`src/rtl/rca_seq_ctrl.sv`:
```
// Sequential WIDTH-bit adder on one shared CHUNK-bit rca, LSB chunk first; out_valid rises NCHUNK edges after accept.
// in_ready only in IDLE, result held in DONE until out_ready; `define RCA_SEQ_OVF_EN adds the signed-overflow output ovf.

// Combinational N-bit ripple-carry adder; zero latency, no flow control.
module rca #(
  parameter int N = 16
) (
  input  logic [N-1:0] a,
  input  logic [N-1:0] b,
  input  logic         ci,
  output logic [N-1:0] s,
  output logic         co
);
  logic [N:0] c;

  assign c[0] = ci;
  for (genvar i = 0; i < N; i++) begin : g_fa
    assign s[i]   = a[i] ^ b[i] ^ c[i];
    assign c[i+1] = (a[i] & b[i]) | (c[i] & (a[i] ^ b[i]));
  end
  assign co = c[N];
endmodule

module rca_seq_ctrl #(
  parameter int WIDTH = 64,
  parameter int CHUNK = 16
) (
  input  logic             clk,
  input  logic             rst,
  input  logic             in_valid,
  output logic             in_ready,
  input  logic [WIDTH-1:0] a,
  input  logic [WIDTH-1:0] b,
  input  logic             cin,
  output logic             out_valid,
  input  logic             out_ready,
  output logic [WIDTH-1:0] sum,
  output logic             cout,
`ifdef RCA_SEQ_OVF_EN
  output logic             ovf,
`endif
  output logic             busy
);
  localparam int NCHUNK = WIDTH / CHUNK;
  localparam int IDXW   = (NCHUNK > 1) ? $clog2(NCHUNK) : 1;
  localparam logic [IDXW-1:0] LAST = IDXW'(NCHUNK - 1);

  if (CHUNK < 1 || WIDTH < CHUNK || (WIDTH % CHUNK) != 0) begin : g_bad_cfg
    $error("rca_seq_ctrl: WIDTH must be a non-zero multiple of CHUNK");
  end

  typedef enum logic [1:0] {IDLE, RUN, DONE} state_t;
  state_t state, nstate;

  logic [WIDTH-1:0] op_a, op_b;
  logic             carry;
  logic [IDXW-1:0]  idx;
  logic [CHUNK-1:0] ch_a, ch_b, ch_s;
  logic             ch_co;
  logic             last;

  always_comb begin
    ch_a = '0;
    ch_b = '0;
    for (int i = 0; i < NCHUNK; i++) begin
      if (idx == IDXW'(i)) begin
        ch_a = op_a[i*CHUNK +: CHUNK];
        ch_b = op_b[i*CHUNK +: CHUNK];
      end
    end
  end

  rca #(.N(CHUNK)) u_rca (
    .a  (ch_a),
    .b  (ch_b),
    .ci (carry),
    .s  (ch_s),
    .co (ch_co)
  );

  assign last = (idx == LAST);

  always_ff @(posedge clk) begin
    if (rst) state <= IDLE;
    else     state <= nstate;
  end

  always_comb begin
    nstate = state;
    case (state)
      IDLE:    if (in_valid)  nstate = RUN;
      RUN:     if (last)      nstate = DONE;
      DONE:    if (out_ready) nstate = IDLE;
      default:                nstate = IDLE;
    endcase
  end

  always_comb begin
    in_ready  = (state == IDLE);
    busy      = (state != IDLE);
    out_valid = (state == DONE);
  end

  // Only the chunk selected by idx is written, so partial results stay visible during RUN.
  always_ff @(posedge clk) begin
    if (rst) begin
      op_a  <= '0;
      op_b  <= '0;
      carry <= 1'b0;
      idx   <= '0;
      sum   <= '0;
      cout  <= 1'b0;
    end else begin
      case (state)
        IDLE: begin
          if (in_valid) begin
            op_a  <= a;
            op_b  <= b;
            carry <= cin;
            idx   <= '0;
          end
        end
        RUN: begin
          for (int i = 0; i < NCHUNK; i++) begin
            if (idx == IDXW'(i)) sum[i*CHUNK +: CHUNK] <= ch_s;
          end
          carry <= ch_co;
          idx   <= idx + 1'b1;
          if (last) cout <= ch_co;
        end
        default: ;
      endcase
    end
  end

`ifdef RCA_SEQ_OVF_EN
  // Carry into the top bit is recovered from its sum bit: c = a ^ b ^ s.
  logic c_msb;
  assign c_msb = ch_a[CHUNK-1] ^ ch_b[CHUNK-1] ^ ch_s[CHUNK-1];

  always_ff @(posedge clk) begin
    if (rst)                       ovf <= 1'b0;
    else if (state == RUN && last) ovf <= c_msb ^ ch_co;
  end
`endif
endmodule

```
`config.mk`:
```
export PLATFORM = sky130hd
export DESIGN_NAME = rca_seq_ctrl
export DESIGN_NICKNAME = d
export VERILOG_FILES = /design/src/rtl/rca_seq_ctrl.sv
export SDC_FILE = /design/constraint.sdc
export NUM_CORES = 1
export LEC_CHECK = 0
export ABC_AREA = 1
export CAP_MARGIN = 20
export CORE_MARGIN = 3
export CORE_UTILIZATION = 35
export DETAILED_ROUTE_END_ITERATION = 8
export MAX_ROUTING_LAYER = met4
export PLACE_DENSITY = 0.6
export SKIP_CTS_REPAIR_TIMING = 1
export SLEW_MARGIN = 20
export SYNTH_ARGS = -nofsm -noshare
export SYNTH_HDL_FRONTEND = slang
export SYNTH_SLANG_ARGS = --single-unit
```
`constraint.sdc`:
```
create_clock -name clk -period 9.1 [get_ports clk]
set_input_delay 0.91 -clock clk [delete_from_list [all_inputs] [get_ports clk]]
set_output_delay 0.91 -clock clk [all_outputs]
set_load 0.03 [all_outputs]
```
==> flow_summary.json, run 1 <==
{
  "cts_tree": "yes",
  "grt_pass1_vias": 7410,
  "grt_use_total_pct": 20.6,
  "numClockSinks": 198,
  "finalNetCount": 1453,
  "synth_area_um2": 8460,
  "hold_ws_ps": 482,
  "nFillCells": 2395,
  "grt_pass1_wl_um": 41000,
  "insertion_delay_ps": 440,
  "syn_inst": 1150,
  "max_stage_delay_ps": 470,
  "skew_ps": 17.4,
  "drive_gt1_share_pct": 5.11,
  "finalHoldViolations": 0,
  "final_cell_mix": "nor2_1, clkdlybuf4s50_1, dfxtp_1",
  "wl_um": 26200,
  "cpMaxStageDelayCell": "fa_1",
  "cap_violations": 0,
  "vias": 7883,
  "status": "complete, no violations",
  "worstHoldPathType": "reg2reg",
  "drtIter0Drc": 653,
  "yosysWarnings": 0,
  "fin_crit_ps": 8380,
  "root_buffer": "clkbuf_16",
  "period_share_pct": 92.1,
  "die_area_um2": 26100,
  "reg2reg_from": "idx[1]$_SDFFE_PP0P_",
  "final_util_pct": 47.1,
  "num_rows": 56,
  "cts_made_buffers": 17,
  "fin_setup_tns_ps": 0,
  "synth.avg_cell_area_um2": 7.35,
  "crit_start": "idx[1]$_SDFFE_PP0P_",
  "p_leak_uw": 0.00461,
  "port_buffers": 200,
  "yosysSeqAreaShare_pct": 46.9,
  "relSlewSlack_pct": 45.9,
  "antenna_cells": 0,
  "setup_violations": 0,
  "worst_slew_pin_slew_ps": 812,
  "ant_nets": 0,
  "grt_overflow": 0,
  "worstSetupStartpointType": "flop",
  "clock_tree.buffer_depth": 2,
  "synth_cell_type_count": 25,
  "placed_cell_area_um2": 10500,
  "worstPathRequired_ps": 9420,
  "gp_congestion": 0.990,
  "rsz0062_at_grt": "no",
  "end_kind": "flop",
  "power.density_nw_per_um2": 194,
  "syn-num-nets": 1303,
  "postLayoutCellArea_um2": 11100,
  "htree_levels": 4,
  "peakVddDrop_mv": 0.104,
  "drc": 0,
  "grt_max_degree": 98,
  "vias_per_cell": 4.83,
  "die_height_um": 161,
  "antenna_found_initial": 0,
  "die_w_um": 161,
  "critPathArrivalTime_ps": 8700,
  "synth-seq-cells": 198,
  "slew_violations": 0,
  "crit_path_frequent_cell": "fa_1",
  "clkTransAtPathRegs_ps": 70,
  "critical_path_class": "reg2reg",
  "ios": 201,
  "firstDrtPassIters": 7,
  "final_common_cell": "nor2_1",
  "dp_hpwl_um": 19400,
  "routedWlPerCell_um": 16.0,
  "worstPathMaxFanout": 7,
  "syn_to_final_growth_pct": 31.4,
  "initial_core_util_pct": 35.8,
  "fmax_ghz": 0.119,
  "min_from": "cout$_SDFFE_PP0P_",
  "core_area_um2": 23600
}
[per-layer routing]
layer	GRT usage (%)	routed length, µm
met2	30.7	11600
met4	5.08	295
met1	29.0	12400
met5	-	0
met3	3.87	1970
[logic make-up after synthesis]
group,share of synthesized area [%]
fa+ha+maj,4.38
compound gates,17.4
flops,46.9
simple gates,25.0
buf+inv,6.32
[sequential cells by signal (all words and copies together), names as in the netlist]
signal  flops
carry       1
cout        1
idx         2
op_a       64
op_b       64
state       2
sum        64
[synth_stat cells]
master    number  area (µm²)
a21boi_0      17         128
a21o_1         4        30.0
a21oi_1       47         235
buf_1          2        7.51
buf_2         24         120
buf_4         15         113
buf_6          4        45.0
clkbuf_1      33         124
clkbuf_2       1        5.00
dfxtp_1      198        3960
fa_1          16         320
ha_1           4        50.1
inv_1         29         109
inv_2          3        11.3
nand2_1       87         327
nand2_2        3        18.8
nand2_4        3        33.8
nand3_1        3        15.0
nor2_1       426        1600
nor2_2         2        12.5
nor2_4         3        33.8
nor2_8         1        20.0
o21ai_0      142         711
o21ai_1       74         370
or2_2          9        56.3
[worst paths after layout]
kind                     endpoint  slack (ps)  cells past startpoint
max reg2reg  sum[31]$_SDFFE_PP0P_         720                     27
min             cout$_SDFFE_PP0P_         480                      2
min reg2reg     cout$_SDFFE_PP0P_         480                      2
max          sum[31]$_SDFFE_PP0P_         720                     27
[per-stage QoR]
step	setup WS (ps)	std cells	total power, µW
after floorplan	941	1150	1230
after detailed placement	718	1600	1410
after CTS	710	1631	2170
after global placement	819	1600	1410
after global routing	320	1631	2250
final	722	1631	2150
[power breakdown]
| group | switching (µW) | internal [µW] | total, µW |
|---|---|---|---|
| registers | 41.3 | 930 | 971 |
| logic | 261 | 161 | 423 |
| clock network | 334 | 426 | 760 |
| total | 636 | 1520 | 2150 |
[cell type report]
| type | instances | area [µm²] | area share (%) |
|---|---|---|---|
| Clock buffer | 20 | 467 | 4.20 |
| Timing Repair Buffer | 210 | 2080 | 18.7 |
| Clock inverter | 11 | 123 | 1.10 |
| Sequential cell | 198 | 3960 | 35.7 |
| Tap cell | 319 | 399 | 3.59 |
| Multi-Input combinational cell | 841 | 3960 | 35.6 |
| Inverter | 32 | 124 | 1.11 |
[worst max-delay path: cells and delay by family, from the launching register on]
family	cells	cell delay, ps
buffers and inverters	4	300
adders and majority gates	17	6690
and+or+nand+nor	5	760
DFF	1	400
AOI/OAI and AO/OA	1	110
No activity file was read; power rests on OpenSTA's default activity.
==> inputs of run 2 (changes only) <==
- GPL_TIMING_DRIVEN: unset -> 0
==> flow_summary.json, run 2 (synthesis results as in run 1) <==
{
  "seqPwrFrac_pct": 44.2,
  "die_height_um": 161,
  "dp_hpwl_um": 21900,
  "critical_path_class": "reg2reg",
  "seqCellArea_um2": 3960,
  "grt_pass1_vias": 7687,
  "drtIter0Drc": 734,
  "slew_violations": 0,
  "cap_violations": 0,
  "antenna_found_initial": 0,
  "antenna_cells": 0,
  "finalHoldViolations": 0,
  "grt_max_degree": 20,
  "routedWlPerCell_um": 16.3,
  "finalNetCount": 1526,
  "cpMaxStageDelayCell": "fa_1",
  "ios": 201,
  "crit_path_frequent_cell": "fa_1",
  "multi_input_area_um2": 3970,
  "drc": 0,
  "gp_congestion": 0.878,
  "drive_gt1_share_pct": 8.01,
  "worstHoldPathType": "reg2reg",
  "vias_per_cell": 4.74,
  "port_buffers": 200,
  "combPwrFrac_pct": 20.9,
  "core_area_um2": 23600,
  "grt_pass1_wl_um": 42500,
  "critPathArrivalTime_ps": 9040,
  "firstDrtPassIters": 6,
  "grt_overflow": 0,
  "clkTransAtPathRegs_ps": 70,
  "clkPwrFrac_pct": 34.9,
  "ant_nets": 0,
  "numClockSinks": 198,
  "htree_levels": 4,
  "die_w_um": 161,
  "p_sw_uw": 685,
  "clock_tree.buffer_depth": 2,
  "setup_violations": 0,
  "end_kind": "flop",
  "cts_tree": "yes",
  "nFillCells": 2427,
  "p_int_uw": 1500,
  "relSlewSlack_pct": 61.9,
  "postLayoutCellArea_um2": 11500,
  "fin_crit_ps": 8700,
  "top_regs": "op_a: 64 flops, op_b: 64 flops, sum: 64 flops",
  "wl_um": 27800,
  "final_cell_mix": "nor2_1, clkdlybuf4s50_1, dfxtp_1",
  "power.density_nw_per_um2": 190,
  "root_buffer": "clkbuf_16",
  "die_area_um2": 26100,
  "cts_made_buffers": 17,
  "switching_share_pct": 31.4,
  "period_share_pct": 95.6,
  "final_util_pct": 48.7,
  "worstSetupStartpointType": "flop",
  "crit_buf_inv": 6,
  "initial_core_util_pct": 35.8,
  "status": "complete, no violations",
  "worstPathRequired_ps": 9430,
  "num_rows": 56,
  "hold_ws_ps": 482,
  "rsz0062_at_grt": "no",
  "p_leak_uw": 0.00483,
  "final_common_cell": "nor2_1",
  "max_stage_delay_ps": 490,
  "worstPathMaxFanout": 10,
  "syn_to_final_growth_pct": 36.0,
  "vias": 8086,
  "insertion_delay_ps": 440,
  "path_delay_family": "adder cells",
  "power_uw": 2180,
  "placed_cell_area_um2": 10900,
  "fmax_ghz": 0.115,
  "skew_ps": 11.9,
  "worst_slew_pin_slew_ps": 566,
  "grt_use_total_pct": 21.7,
  "peakVddDrop_mv": 0.104,
  "fin_setup_tns_ps": 0
}
[run 2: cell types whose count changed in the layout (fill, tap and decap cells not counted), moves of 2 or more]
cell,change
clkbuf_8,-3
clkinvlp_4,+2
inv_8,+4
buf_4,+11
clkinv_4,+3
buf_2,+23
clkbuf_2,+3
buf_1,+2
buf_6,+4
clkbuf_1,+30
clkinv_2,-5
[run 2: power groups by stage]
stage	clock [µW]	sequential, µW	combinational, µW
finish	761	964	456
floorplan	0	999	229
detailed placement	0	984	451
CTS	771	964	453
global route	804	972	502
global placement	0	983	448
[run 2: area by class of cell]
| type | count | area share (%) |
|---|---|---|
| tap | 319 | 3.47 |
| clock buffer | 17 | 3.70 |
| clock inverter | 15 | 1.46 |
| inverter | 32 | 1.08 |
| multi-input combinational | 841 | 34.5 |
| buffer | 78 | 3.61 |
| timing repair buffer | 205 | 17.7 |
| sequential | 198 | 34.5 |
[run 2: path summary, 6_finish.rpt]
check | startpoint | slack, ps | to | depth (start not counted)
min reg2reg | op_b[9]$_SDFFE_PP0P_ | 480 | op_b[9]$_SDFFE_PP0P_ | 2
max reg2reg | idx[1]$_SDFFE_PP0P_ | 400 | sum[15]$_SDFFE_PP0P_ | 29
min | op_b[9]$_SDFFE_PP0P_ | 480 | op_b[9]$_SDFFE_PP0P_ | 2
max | idx[1]$_SDFFE_PP0P_ | 400 | sum[15]$_SDFFE_PP0P_ | 29
[run 2: stage by stage]
stage               worst slack [ps]  std cells
global route                    16.1       1705
global placement                96.9       1669
CTS                            -28.4       1701
floorplan                        941       1150
detailed placement              2.37       1669
finish                           396       1705
[run 2: tightest hold or removal path, stage by stage, from the launching register on]
cell and delay [ps]:
dfxtp_1 330, nor2_1 50, nor2_1 80
[run 2: per-layer routing]
layer,GRT usage [%],up-vias,share of wire (%)
li1,-,4115,-
met1,29.8,3654,47
met2,32.8,278,44
met3,3.28,39,6.4
met4,7.74,0,2.9
met5,-,-,0
